### config.mk
export PLATFORM = sky130hd
export DESIGN_NAME = rf_write_seq
export DESIGN_NICKNAME = d
export VERILOG_FILES = /design/src/rtl/rf_write_seq_pkg.sv /design/src/rtl/rf_load_decoder.sv /design/src/rtl/rf_write_seq.sv
export SDC_FILE = /design/constraint.sdc
export NUM_CORES = 1
export LEC_CHECK = 0
export ABC_AREA = 1
export CAP_MARGIN = 20
export CORE_ASPECT_RATIO = 1.1
export CORE_MARGIN = 2
export CORE_UTILIZATION = 46
export CTS_CLUSTER_DIAMETER = 150
export DETAILED_ROUTE_END_ITERATION = 16
export GPL_ROUTABILITY_DRIVEN = 0
export PLACE_DENSITY = 0.8
export SLEW_MARGIN = 10
export SYNTH_ARGS = -nofsm -noshare
export SYNTH_HDL_FRONTEND = slang
export SYNTH_SLANG_ARGS = --single-unit
### constraint.sdc
create_clock -name CLK -period 13.62 [get_ports CLK]
set_input_delay 2.724 -clock CLK [delete_from_list [all_inputs] [get_ports CLK]]
set_output_delay 2.724 -clock CLK [all_outputs]
set_load 0.03 [all_outputs]
### src/rtl/rf_write_seq_pkg.sv
// Shared types and default widths for the register-file write sequencer.
package rf_write_seq_pkg;

  typedef enum logic [2:0] {
    ST_IDLE,
    ST_SETUP,
    ST_STROBE,
    ST_HOLD,
    ST_DONE
  } state_e;

  localparam int unsigned ADDR_WIDTH_DEF = 8;
  localparam int unsigned DATA_WIDTH_DEF = 24;
  localparam int unsigned RF_DEPTH_DEF   = 256;

endpackage

### src/rtl/rf_load_decoder.sv
// Registered one-hot LOAD decoder with an out-of-range flag.
// The flag holds its value until the next enabled decode.
module rf_load_decoder
  import rf_write_seq_pkg::*;
#(
  parameter int unsigned RF_DEPTH   = RF_DEPTH_DEF,
  parameter int unsigned ADDR_WIDTH = ADDR_WIDTH_DEF
) (
  input  logic                  clk,
  input  logic                  rst,
  input  logic                  en_i,
  input  logic [ADDR_WIDTH-1:0] target_i,
  output logic [RF_DEPTH-1:0]   load_o,
  output logic                  oor_o
);

  logic [RF_DEPTH-1:0] load_d, load_q;
  logic                oor_d, oor_q;
  logic                in_range;

  assign in_range = ({1'b0, target_i} < (ADDR_WIDTH + 1)'(RF_DEPTH));

  // NOTE: every variable driven here gets a default first, so no path leaves a latch.
  always_comb begin
    load_d = '0;
    oor_d  = oor_q;
    for (int i = 0; i < int'(RF_DEPTH); i++) begin
      load_d[i] = en_i && (target_i == ADDR_WIDTH'(i));
    end
    if (en_i) oor_d = !in_range;
  end

  // NOTE: state registers use non-blocking assignments so all flops update together.
  always_ff @(posedge clk or posedge rst) begin
    if (rst) begin
      load_q <= '0;
      oor_q  <= 1'b0;
    end else begin
      load_q <= load_d;
      oor_q  <= oor_d;
    end
  end

  assign load_o = load_q;
  assign oor_o  = oor_q;

endmodule

### src/rtl/rf_write_seq.sv
// Four-phase REQ/ACK write sequencer producing a registered one-hot LOAD
// strobe with DOUT set up one cycle before and held one cycle after it.
module rf_write_seq
  import rf_write_seq_pkg::*;
#(
  parameter int unsigned RF_DEPTH         = RF_DEPTH_DEF,
  parameter int unsigned LC_RF_DATA_WIDTH = DATA_WIDTH_DEF,
  parameter int unsigned ADDR_WIDTH       = ADDR_WIDTH_DEF
) (
  input  logic                        CLK,
  input  logic                        RESET,
  input  logic                        REQ,
  input  logic [ADDR_WIDTH-1:0]       ADDR,
  input  logic [LC_RF_DATA_WIDTH-1:0] DATA,
  input  logic                        INC,
  output logic                        ACK,
  output logic                        ERR,
  output logic                        BUSY,
  output logic [LC_RF_DATA_WIDTH-1:0] DOUT,
  output logic [RF_DEPTH-1:0]         LOAD
);

  state_e                        state_d, state_q;
  logic [ADDR_WIDTH-1:0]         target_d, target_q;
  logic [ADDR_WIDTH-1:0]         ptr_d, ptr_q;
  logic [LC_RF_DATA_WIDTH-1:0]   dout_d, dout_q;
  logic                          ack_d, ack_q;
  logic                          err_d, err_q;
  logic                          busy_d, busy_q;
  logic                          dec_en;
  logic                          dec_oor;
  logic [ADDR_WIDTH:0]           tgt_inc;
  logic [ADDR_WIDTH-1:0]         next_ptr;

  // Pointer follows the last successful target, wrapping at RF_DEPTH.
  assign tgt_inc  = {1'b0, target_q} + (ADDR_WIDTH + 1)'(1);
  assign next_ptr = (tgt_inc == (ADDR_WIDTH + 1)'(RF_DEPTH)) ? '0 : tgt_inc[ADDR_WIDTH-1:0];

  always_comb begin
    state_d  = state_q;
    target_d = target_q;
    ptr_d    = ptr_q;
    dout_d   = dout_q;
    ack_d    = ack_q;
    err_d    = err_q;
    dec_en   = 1'b0;
    unique case (state_q)
      ST_IDLE: begin
        if (REQ && !ack_q) begin
          target_d = INC ? ptr_q : ADDR;
          dout_d   = DATA;
          state_d  = ST_SETUP;
        end
      end
      ST_SETUP:  begin
        dec_en  = 1'b1;
        state_d = ST_STROBE;
      end
      ST_STROBE: state_d = ST_HOLD;
      ST_HOLD: begin
        state_d = ST_DONE;
        ack_d   = 1'b1;
        err_d   = dec_oor;
        if (!dec_oor) ptr_d = next_ptr;
      end
      ST_DONE: begin
        if (!REQ) begin
          ack_d   = 1'b0;
          err_d   = 1'b0;
          state_d = ST_IDLE;
        end
      end
      default: state_d = ST_IDLE;
    endcase
    busy_d = (state_d != ST_IDLE);
  end

  always_ff @(posedge CLK or posedge RESET) begin
    if (RESET) begin
      state_q  <= ST_IDLE;
      target_q <= '0;
      ptr_q    <= '0;
      dout_q   <= '0;
      ack_q    <= 1'b0;
      err_q    <= 1'b0;
      busy_q   <= 1'b0;
    end else begin
      state_q  <= state_d;
      target_q <= target_d;
      ptr_q    <= ptr_d;
      dout_q   <= dout_d;
      ack_q    <= ack_d;
      err_q    <= err_d;
      busy_q   <= busy_d;
    end
  end

  rf_load_decoder #(
    .RF_DEPTH   (RF_DEPTH),
    .ADDR_WIDTH (ADDR_WIDTH)
  ) u_load_decoder (
    .clk      (CLK),
    .rst      (RESET),
    .en_i     (dec_en),
    .target_i (target_q),
    .load_o   (LOAD),
    .oor_o    (dec_oor)
  );

  assign ACK  = ack_q;
  assign ERR  = err_q;
  assign BUSY = busy_q;
  assign DOUT = dout_q;

endmodule

**After elaboration in Yosys (flattened, before gate mapping)**

Index checks and enable logic that the tools add are counted.

- $add $sub $neg: 1
- Equal/unequal tests: 261
- Multiplexer cells: 9
- Reduce and logical (&&, ||, !) cells: 264

Operators by type and width:

| operator | count |
|---|---|
| $eq 8x8->1 const B | 128 |
| $eq 8x7->1 const B | 64 |
| $logic_and 1x1->1 | 257 |
| $eq 8x6->1 const B | 32 |
| $eq 8x5->1 const B | 16 |
| $eq 8x4->1 const B | 8 |
| $eq 8x3->1 const B | 4 |
| $eq 8x2->1 const B | 2 |
| $mux 8 | 2 |
| $pmux 3 s5 | 1 |
| $add 8x1->9 const B | 1 |
| $eq 9x9->1 const B | 1 |
| $eq 8x1->1 const B | 1 |
| $logic_not 8->1 | 1 |
| $eq 3x2->1 const B | 2 |
| $mux 3 | 2 |
| $pmux 1 s2 | 2 |
| $reduce_and 2->1 | 2 |
| $eq 3x1->1 const B | 1 |
| $eq 3x3->1 const B | 1 |
| $logic_not 3->1 | 1 |
| $reduce_bool 3->1 | 1 |
| $mux 1 | 2 |
| $ne 2x2->1 const B | 1 |
| 2 further kinds | 2 |

- Register bits after elaboration: 302
- Input port bits: 36
- Output and inout port bits: 283
- Word-level logic and storage cells: 543

**Logic depth before layout (Yosys ltp)**

- Depth in word-level cells: 5
- Depth in mapped cells: 9
- Depth with buffers taken out: 9

**Hierarchy**

Synthesis repeated with hierarchy kept, for this count alone.

- Cells, all modules: 856
- Area total of the unflattened synthesis: 9851.9 um2

Modules (own cells, without submodules):

| module | times used | cells each | area each (um2) | sequential area each (um2) |
|---|---|---|---|---|
| rf_load_decoder | 1 | 625 | 7840.0 | 6406.1 |
| rf_write_seq | 1 | 231 | 2011.9 | 1151.1 |

**Worst setup path after synthesis**

Ideal clock, no wire load.

- Kind: input to register
- From: input port REQ
- To: register target_q[3]
- Library setup time: 0.139 ns
- Arrival: 3.389 ns
- Data required time: 13.481 ns
- Slack: 10.092 ns
- Stages: 6
- Buffers on the path: 1
- Cells stage by stage: inv_1 > nor2_1 > nand3_1 > inv_1 > buf_2 > o21ai_0

- Longest elaborated chain between the ends: 2

RTL lines:

| what | line | text |
|---|---|---|
| start: declaration | rf_write_seq.sv:12 | `input logic REQ,` |
| $logic_and 1x1->1 | rf_write_seq.sv:49 | `if (REQ && !ack_q) begin` |
| $reduce_and 2->1 (no line) | -- |  |
| end signal: assignment | rf_write_seq.sv:89 | `target_q <= target_d;` |
| end: declaration | rf_write_seq.sv:24 | `logic [ADDR_WIDTH-1:0] target_d, target_q;` |

No other way between the ends.
A chain may end at the register's enable or synchronous reset.

==> summary.txt <==
OUTCOME
----------------------------------------------------------------------------------
Result of the run                                                     finished clean

CELLS AND AREA
----------------------------------------------------------------------------------
Area overhead of the layout relative to synthesis                           42.24%
Final core area utilization                                                 66.70%
Antenna Cells                                                                    0
Net count reported at finish                                                  1193
Share of final-layout standard cells stronger than drive strength 1         7.100%

PLACED DESIGN
----------------------------------------------------------------------------------
IO Port Bufs                                                                   317
DP Wirelength                                                             18.83 mm

SYNTHESIS
----------------------------------------------------------------------------------
Post-synthesis area per instance                                         11.86 µm²
Proportion of synthesized area in mux cells                                     0%
XOR/XNOR share of the synthesized area                                          0%
Simple-gate area share of the yosys netlist                                 18.94%
Portion of the post-synthesis area used by sequential elements              75.17%
Synth Register Bits                                                            301
Combined area of all synthesized cells                                   10020 µm²
Adder-cell share of the synthesized area                                   0.6243%
Complex-gate fraction of the synthesized area                               1.299%
Ys Warns                                                                         0
Number of nets produced by synthesis                                           886
Count of cell types in the netlist                                              21
Count of mapped cells out of synthesis                                         845
Dominant combinational cell family by area after synthesis            simple AND/OR/NAND/NOR gates

ROUTE
----------------------------------------------------------------------------------
First-pass iteration count of the detailed router                                6
Routed WL per cell                                                        18.91 µm
DRC marker count from the first detailed-route iteration                       524
Detailed-route DRC error count                                                   0
Post-route antenna net violation count                                           0
Via count                                                                     7098
Routed wire length                                                        27.58 mm
Average via count per standard cell                                          4.865

STA
----------------------------------------------------------------------------------
Final Max Tran Viols                                                             0
Count of final hold-check violations                                             0
Endpoints failing setup                                                          0
Actual transition at the worst max-transition pin                        0.9616 ns
Share of the clock period used by the worst path                            31.92%
Maximum clock skew at final layout                                     0.009579 ns
Min Clock Period, post-route                                              4.347 ns
Total negative slack for setup checks                                         0 ns
RSZ-0062 raised after global routing                                            no
Achievable frequency                                                    0.2300 GHz
Slew margin rel.                                                            35.74%

GLOBAL ROUTE
----------------------------------------------------------------------------------
Initial antenna violation count                                                  0
Via count of the first global-routing pass                                    7212
First-pass GRT wire length                                                41.57 mm
Pin count of the biggest net entering global routing                           147
Residual overflow from global routing                                            0
All-Layer GR Usage                                                          23.93%

WORST SETUP PATH
----------------------------------------------------------------------------------
Signal arrival time at the worst endpoint                                  4.87 ns
Crit-path cells                                                       clkdlybuf4s50_1 -> inv_8 -> buf_4
Critical path class                                                   input pin to asynchronous set/reset pin
Slowest-stage cell, CP                                                sky130_fd_sc_hd__buf_4
Launching element type of the critical path                              input pin
RR Endpoint                                                           u_load_decoder.load_o[42]$_DFF_PP0_
Critical register-to-register path startpoint                         target_q[2]$_DFFE_PP0P_
Delay of the slowest cell on the worst path                                0.86 ns
R2R Setup Slk                                                             11.22 ns
Reg2reg path depth                                                               3
Endpoint class of the critical path                                   asynchronous set/reset pin
Worst path required time                                                  14.14 ns
Maximum fanout count along the critical path                                   146

DIE
----------------------------------------------------------------------------------
Starting density of the core                                                46.89%
Number of cell rows                                                             56
Die extent in y                                                           158.8 µm
Die Wd                                                                    144.7 µm
I/O pins                                                                       319
Die footprint                                                            22980 µm²
Standard cell core area                                                  21370 µm²

CLOCKING
----------------------------------------------------------------------------------
Htree depth                                                                      1
TritonCTS clock tree                                                           yes
Root Buffer                                                           sky130_fd_sc_hd__clkbuf_16
Number of buffers between clock root and the deepest sink                        3
Setup Fix Bufs, Post-CTS                                                         0
Worst skew pair latency                                                    0.52 ns
CTS hold repair buffers                                                          0
Clock buffers created by TritonCTS                                              27
Post-cts sizing count                                                            0
Total clock sinks                                                              301
CTS clock-pin slew for the worst setup and hold paths                      0.06 ns

HOLD PATH
----------------------------------------------------------------------------------
Worst hold path type                                                  flip-flop to flip-flop
Hold Path Depth                                                                  2
Worst Min Path Start                                                  ptr_q[7]$_DFFE_PP0N_
Sink of the worst hold path                                           ptr_q[7]$_DFFE_PP0N_

POWER
----------------------------------------------------------------------------------
Peak ir drop on the vdd network                                         0.08142 mV
Total power draw                                                        0.001675 W
Leakage                                                                   6.584 nW
Power density normalized to cell area                                 117.5 nW/µm²

JOB
----------------------------------------------------------------------------------
Max-cap viol count                                                               0

[final cells by class]
type	count	area, µm²
clock inverters	9	123.9
flip-flops and latches	301	7532
inverters	31	125.1
repair buffers	323	3262
clock buffers	37	753.2
fillers	1542	7117
well taps	290	362.8
multi-input cells	468	2095
[placed cells by master (no fill, tap or decap), types with 6 or more instances in the layout]
cell type and instances:
sky130_fd_sc_hd__clkbuf_1 6, sky130_fd_sc_hd__clkbuf_16 27, sky130_fd_sc_hd__clkdlybuf4s50_1 317, sky130_fd_sc_hd__clkinv_2 6, sky130_fd_sc_hd__dfrtp_1 301, sky130_fd_sc_hd__inv_1 28, sky130_fd_sc_hd__nand2_1 139, sky130_fd_sc_hd__nand3_1 8
sky130_fd_sc_hd__nand4_4 9, sky130_fd_sc_hd__nor2_1 250, sky130_fd_sc_hd__nor2_2 21, sky130_fd_sc_hd__o21ai_0 26
[how the worst max path moves through the flow]
| stage | cells after the start | slack, ns | to | start |
|---|---|---|---|---|
| CTS | 3 | 9.15 | u_load_decoder.load_o[234]$_DFF_PP0_ | RESET |
| detailed placement | 3 | 8.58 | DOUT[13]$_DFFE_PP0P_ | RESET |
| finish | 3 | 9.27 | u_load_decoder.load_o[32]$_DFF_PP0_ | RESET |
| global placement | 3 | 8.63 | DOUT[13]$_DFFE_PP0P_ | RESET |
| floorplan | 1 | 2.58 | ACK$_DFFE_PP0P_ | RESET |
| global route | 3 | 8.93 | u_load_decoder.load_o[40]$_DFF_PP0_ | RESET |
[worst max-delay path, delay by kind of cell]
family | cells | cell delay, ns
buffers and inverters | 3 | 2.04
[routing by layer]
metal | vias to the layer above | global-route usage [%] | part of all wire, % | wire length [µm]
met5 | - | 0 | 0 | 0
met4 | 0 | 9.047 | 3.8 | 1057
met3 | 66 | 4.885 | 7.7 | 2118
met2 | 361 | 40.84 | 51 | 13960
met1 | 3492 | 29.95 | 38 | 10450
li1 | 3179 | - | - | -
[sequential cells by signal (all words and copies together) (netlist names)]
register and count:
ACK 1, BUSY 1, state_q 3, u_load_decoder.load_o 256
DOUT 24, target_q 8, ptr_q 8
[cell families after synthesis]
kind of cell | Yosys count
AOI/OAI and AO/OA | 26
other | 1
DFF | 301
and+or+nand+nor | 436
adders and majority gates | 5
buffers and inverters | 76
[synth_stat cells, drive strengths merged]
master	instances	share of area, %
buf	30	2.2
clkbuf	15	0.56
clkinv	1	0.050
conb	1	0.037
dfrtp	301	75
ha	5	0.62
inv	30	1.1
nand2	140	5.3
nand3	8	0.40
nand4	17	2.6
nor2	271	11
o21ai	26	1.3
[report_power, final]
group	switching, W	total [W]	leakage, nW	internal [W]
Combinational	0.0000197	0.0000301	1.99	0.0000104
Sequential	0	0.000894	4.16	0.000894
Clock	0.000310	0.000751	0.435	0.000441
Total	0.000329	0.00168	6.58	0.00135
[through the flow]
stage                     area (µm²)  std cells  setup slack [ns]  hold slack (ns)
after floorplan                10020        845             2.578           0.4487
after global placement         13310       1410             8.629           0.4631
after detailed placement       13310       1410             8.576           0.4649
after CTS                      14190       1456             9.149           0.4824
after global routing           14250       1459             8.934           0.5104
final                          14250       1459             9.273           0.4822
(Power assumes the default switching activity.)
